## config.mk

```make
export PLATFORM = sky130hd
export DESIGN_NAME = dcache_victim_wb_buffer
export DESIGN_NICKNAME = d
export VERILOG_FILES = /design/src/rtl/dcache_victim_wb_buffer.sv
export SDC_FILE = /design/constraint.sdc
export NUM_CORES = 1
export LEC_CHECK = 0
export ABC_AREA = 1
export CORE_UTILIZATION = 62
export DETAILED_ROUTE_END_ITERATION = 12
export PLACE_DENSITY_LB_ADDON = 0.12
export REMOVE_ABC_BUFFERS = 1
export SYNTH_ARGS = -nofsm -noshare
export SYNTH_HDL_FRONTEND = slang
export SYNTH_SLANG_ARGS = --single-unit
```

## constraint.sdc

```tcl
create_clock -name clk -period 16.1 [get_ports clk]
set_clock_uncertainty 0.2 [all_clocks]
set_input_delay 3.22 -clock clk [delete_from_list [all_inputs] [get_ports clk]]
set_output_delay 3.22 -clock clk [all_outputs]
set_load 0.02 [all_outputs]
```

## src/rtl/dcache_victim_wb_buffer.sv

```systemverilog
// Victim write-back FIFO between the data cache and block RAM, with refill forwarding.
// Optional DCACHE_WB_COALESCE_EN merges a victim into a queued entry with the same line address.
module dcache_victim_wb_buffer #(
    parameter int LINE_BITS  = 128,
    parameter int LADDR_BITS = 10,
    parameter int DEPTH      = 4,
    localparam int PW        = $clog2(DEPTH),
    localparam int CW        = $clog2(DEPTH + 1)
) (
    input  logic                  clk,
    input  logic                  rst_n,
    input  logic                  evict_valid,
    output logic                  evict_ready,
    input  logic [LADDR_BITS-1:0] evict_addr,
    input  logic [LINE_BITS-1:0]  evict_data,
    input  logic [LADDR_BITS-1:0] lookup_addr,
    output logic                  lookup_hit,
    output logic [LINE_BITS-1:0]  lookup_data,
    output logic                  mem_wr_valid,
    input  logic                  mem_wr_ready,
    output logic [LADDR_BITS-1:0] mem_wr_addr,
    output logic [LINE_BITS-1:0]  mem_wr_data,
    output logic [CW-1:0]         count,
    output logic                  empty
);

    logic [LADDR_BITS-1:0] addr_q [DEPTH];
    logic [LINE_BITS-1:0]  data_q [DEPTH];
    logic [DEPTH-1:0]      valid_q;
    logic [PW-1:0]         wr_ptr;
    logic [PW-1:0]         rd_ptr;
    logic [CW-1:0]         count_q;

    logic full;
    logic pop;
    logic push;
    logic alloc;

    assign full         = (count_q == CW'(DEPTH));
    assign empty        = (count_q == '0);
    assign count        = count_q;
    assign mem_wr_valid = !empty;
    assign mem_wr_addr  = addr_q[rd_ptr];
    assign mem_wr_data  = data_q[rd_ptr];
    assign pop          = mem_wr_valid && mem_wr_ready;
    assign push         = evict_valid && evict_ready;

`ifdef DCACHE_WB_COALESCE_EN
    logic          co_hit;
    logic [PW-1:0] co_idx;

    // The head being drained this cycle cannot absorb a merge.
    always_comb begin
        co_hit = 1'b0;
        co_idx = '0;
        for (int i = 0; i < DEPTH; i++) begin
            if (valid_q[i] && addr_q[i] == evict_addr &&
                !(pop && PW'(i) == rd_ptr)) begin
                co_hit = 1'b1;
                co_idx = PW'(i);
            end
        end
    end

    assign evict_ready = !full || co_hit;
    assign alloc       = push && !co_hit;
`else
    assign evict_ready = !full;
    assign alloc       = push;
`endif

    // Walk oldest to youngest so the youngest match overrides.
    always_comb begin
        logic [PW-1:0] idx;
        idx         = '0;
        lookup_hit  = 1'b0;
        lookup_data = '0;
        for (int k = 0; k < DEPTH; k++) begin
            idx = rd_ptr + PW'(k);
            if (valid_q[idx] && addr_q[idx] == lookup_addr) begin
                lookup_hit  = 1'b1;
                lookup_data = data_q[idx];
            end
        end
    end

    always_ff @(posedge clk or negedge rst_n) begin
        if (!rst_n) begin
            wr_ptr  <= '0;
            rd_ptr  <= '0;
            count_q <= '0;
            valid_q <= '0;
        end else begin
            if (alloc) begin
                valid_q[wr_ptr] <= 1'b1;
                wr_ptr          <= wr_ptr + 1'b1;
            end
            if (pop) begin
                valid_q[rd_ptr] <= 1'b0;
                rd_ptr          <= rd_ptr + 1'b1;
            end
            count_q <= count_q + CW'(alloc) - CW'(pop);
        end
    end

    // Payload arrays need no reset; valid bits gate every use.
    always_ff @(posedge clk) begin
        if (alloc) begin
            addr_q[wr_ptr] <= evict_addr;
            data_q[wr_ptr] <= evict_data;
        end
`ifdef DCACHE_WB_COALESCE_EN
        else if (push) begin
            data_q[co_idx] <= evict_data;
        end
`endif
    end

endmodule

```

==> results.py <==
metrics = {
    "yosys": {
        "yosysTopAreaCellShare_pct": 44.81,
        "synth_ff_type": "edfxtp_1",
        "synth_area_leader_cell": "edfxtp_1",
        "syn_avg_cell_area_um2": 8.734,
        "async_flop_share_pct": 1.954,
        "ys_warn_count": 0,
        "ys_seq_area_share_pct": 45.56,
        "synthTopCellsByCount": "nand2_1, mux2i_1, edfxtp_1, inv_1, nand3_1",
        "synth_edf_count": 552,
        "synthTopCellsByArea": "edfxtp_1, mux2i_1, nand2_1, nand3_1, inv_1",
        "yosysMostFrequentCell": "nand2_1",
        "syn-cell-area_um2": 36990,
        "ys_ff_latch": 563,
        "syn_inst": 4235,
        "synthDistinctLibCells": 31,
    },
    "sta": {
        "clock.fmax_mhz": 88.78,
        "layout_setup_ws_ns": 4.836,
        "hold_violations": 0,
        "fin_crit_sh_pct": 69.96,
        "worstMarginPinSlew_ns": 1.281,
        "setup_viol": 0,
        "finalMaxSlewViolations": 0,
        "slew_headroom_pct": 14.57,
        "fin_crit_ns": 11.26,
        "rsz0062_at_grt": "false",
        "tns_ns": 0,
    },
    "clock_tree": {
        "cts_max_level": 2,
        "postCtsSetupRepairBufs": 0,
        "clk_path_buf_depth": 3,
        "cts_hold_buf": 0,
        "cts_tree": "yes",
        "cts_made_buffers": 60,
        "cts-resized-gates": 0,
        "clk_pin_slew_ns": 0.06,
        "cts.sinks": 563,
        "clk_latency_ns": 0.61,
        "cts_root_buf": "clkbuf_16",
    },
    "setup_path": {
        "r2r_cells": 6,
        "crit_fanout": 70,
        "rrSetupSlack_ns": 12.35,
        "path_class": "input port to primary output",
        "worstPathArrival_ns": 7.84,
        "r2r-start": "count[1]$_DFF_PN0_",
        "critPathLaunch": "lookup_addr[4]",
        "cp.required_ns": 12.68,
        "start_kind": "input port",
        "cp-end-kind": "primary output",
        "timing.rr.end": "data_q[3][59]$_DFFE_PP_",
    },
    "die": {
        "fp.dieW_um": 246.3,
        "die_area_um2": 60640,
        "core_area_um2": 59020,
        "initial_core_util_pct": 62.68,
        "boundaryPins": 425,
        "rows": 89,
        "die_h_um": 246.3,
    },
    "pwr": {
        "worst_ir_drop_vdd_mv": 0.2490,
        "power-per-cell-area_nw_per_um2": 188.6,
        "power_leakage_nw": 20.11,
        "p_total_mw": 8.128,
    },
    "hold_path": {
        "min_to": "count[0]$_DFF_PN0_",
        "holdCritPathClass": "register to register",
        "min_path_cells": 1,
        "hp-start": "count[0]$_DFF_PN0_",
    },
    "global_route": {
        "grt_max_degree": 159,
        "antenna_found_initial": 26,
        "grt_pass1_wl_um": 165200,
        "track_usage_pct": 35.08,
        "grt_pass1_vias": 30170,
        "globalRoute.totalOverflow": 0,
    },
    "final_layout": {
        "nets": 4629,
        "final_area_um2": 43090,
        "fin_util_pct": 73.01,
        "drive_gt1_share_pct": 3.279,
        "area_growth_pct": 16.49,
    },
    "drt": {
        "drc": 0,
        "drt-initial-drc-count": 2945,
        "drt_first_pass_iters": 7,
        "ant_nets": 0,
        "vias": 31580,
        "post_drt_wl_per_cell_um": 20.49,
        "avgViaCountPerCell": 5.951,
        "wirelength_um": 108700,
    },
    "place": {
        "io_buffer_count": 424,
        "placed_area_um2": 41190,
        "gp_congestion": 0.8795,
        "hpwlAfterDp_um": 65070,
        "dp_slack_ns": 4.886,
    },
    "outcome": {
        "status": "completed",
    },
    "flow_run": {
        "maxCapViolCount": 0,
    },
}
## how the worst max path moves through the flow
| stage | cells past startpoint | slack (ns) | endpoint |
|---|---|---|---|
| 2_1_floorplan | 12 | -20.04 | lookup_hit |
| 3_3_place_gp | 13 | 4.95 | lookup_data[44] |
| 3_5_place_dp | 13 | 4.89 | lookup_data[44] |
| 4_1_cts | 13 | 4.88 | lookup_data[44] |
| 5_1_grt | 13 | 4.62 | lookup_data[44] |
| 6_report | 13 | 4.84 | lookup_data[44] |
## placed cells by master (no fill, tap or decap), types with 128 or more instances in the layout
master | Yosys | layout
nand2_1 | 1098 | 1097
clkdlybuf4s50_1 | 0 | 424
nand3b_1 | 128 | 128
o21ai_0 | 263 | 263
nand3_1 | 363 | 361
o21bai_1 | 128 | 128
mux2i_1 | 640 | 640
nor2_1 | 283 | 277
edfxtp_1 | 552 | 552
inv_1 | 422 | 422
## flip-flops by register name, summed over array words and instances, names as in the netlist
signal,flops
addr_q,40
count,3
valid_q,4
wr_ptr,2
data_q,512
rd_ptr,2
## final cells by class
type	count	area, µm²
fillers	4448	15930
well taps	773	967.2
inverters	426	1617
diodes	19	47.55
multi-input cells	2946	17120
flip-flops and latches	563	16860
clock inverters	35	252.7
repair buffers	469	4632
clock buffers	75	1600
## cells by family (layout without fill, tap and decap cells)
logic type | after synthesis | count (layout) | share of synthesized area [%]
XOR/XNOR | 11 | 11 | 0.2604
buffers and inverters | 726 | 1005 | 8.463
AND/OR/NAND/NOR | 1882 | 1882 | 21.70
multiplexers | 640 | 640 | 17.32
adder cells (fa/ha/maj) | 11 | 11 | 0.3924
other | 0 | 19 | 0
flip-flops | 563 | 563 | 45.56
AO/OA/AOI/OAI | 402 | 402 | 6.315
## routing by layer
metal  GRT usage [%]  vias to the layer above  part of all wire [%]  wire length (µm)
li1                -                    14710                     -                 -
met1           45.42                    14910                    39             42130
met4           15.50                       18                   3.6              3945
met5               0                        -                  0.11               121
met2           57.34                     1666                    47             51310
met3           6.612                      275                    10             11190
## power breakdown
part | internal [mW] | switching (mW)
sequential | 1.94 | 0.136
combinational | 1.68 | 3.05
clock | 0.747 | 0.571
total | 4.37 | 3.76
## worst max-delay path, cell delays in order
cell             delay [ns]
clkdlybuf4s50_1        0.55
inv_1                  0.11
xor2_1                 0.20
nor2_4                 0.10
buf_4                  0.77
nand3_4                0.99
buf_4                  0.75
nand2_1                0.19
inv_1                  0.06
nand2_1                0.05
nand2_1                0.05
nand2_1                0.10
clkdlybuf4s50_1        0.62
## through the flow
step / std cells / hold slack [ns]
5_1_grt: 5302 / 0.3912
3_5_place_dp: 5177 / 0.3498
6_report: 5306 / 0.3609
2_1_floorplan: 3935 / 0.3178
3_3_place_gp: 5177 / 0.3484
4_1_cts: 5287 / 0.3666
Note: power is estimated with default switching activity, not from simulation.
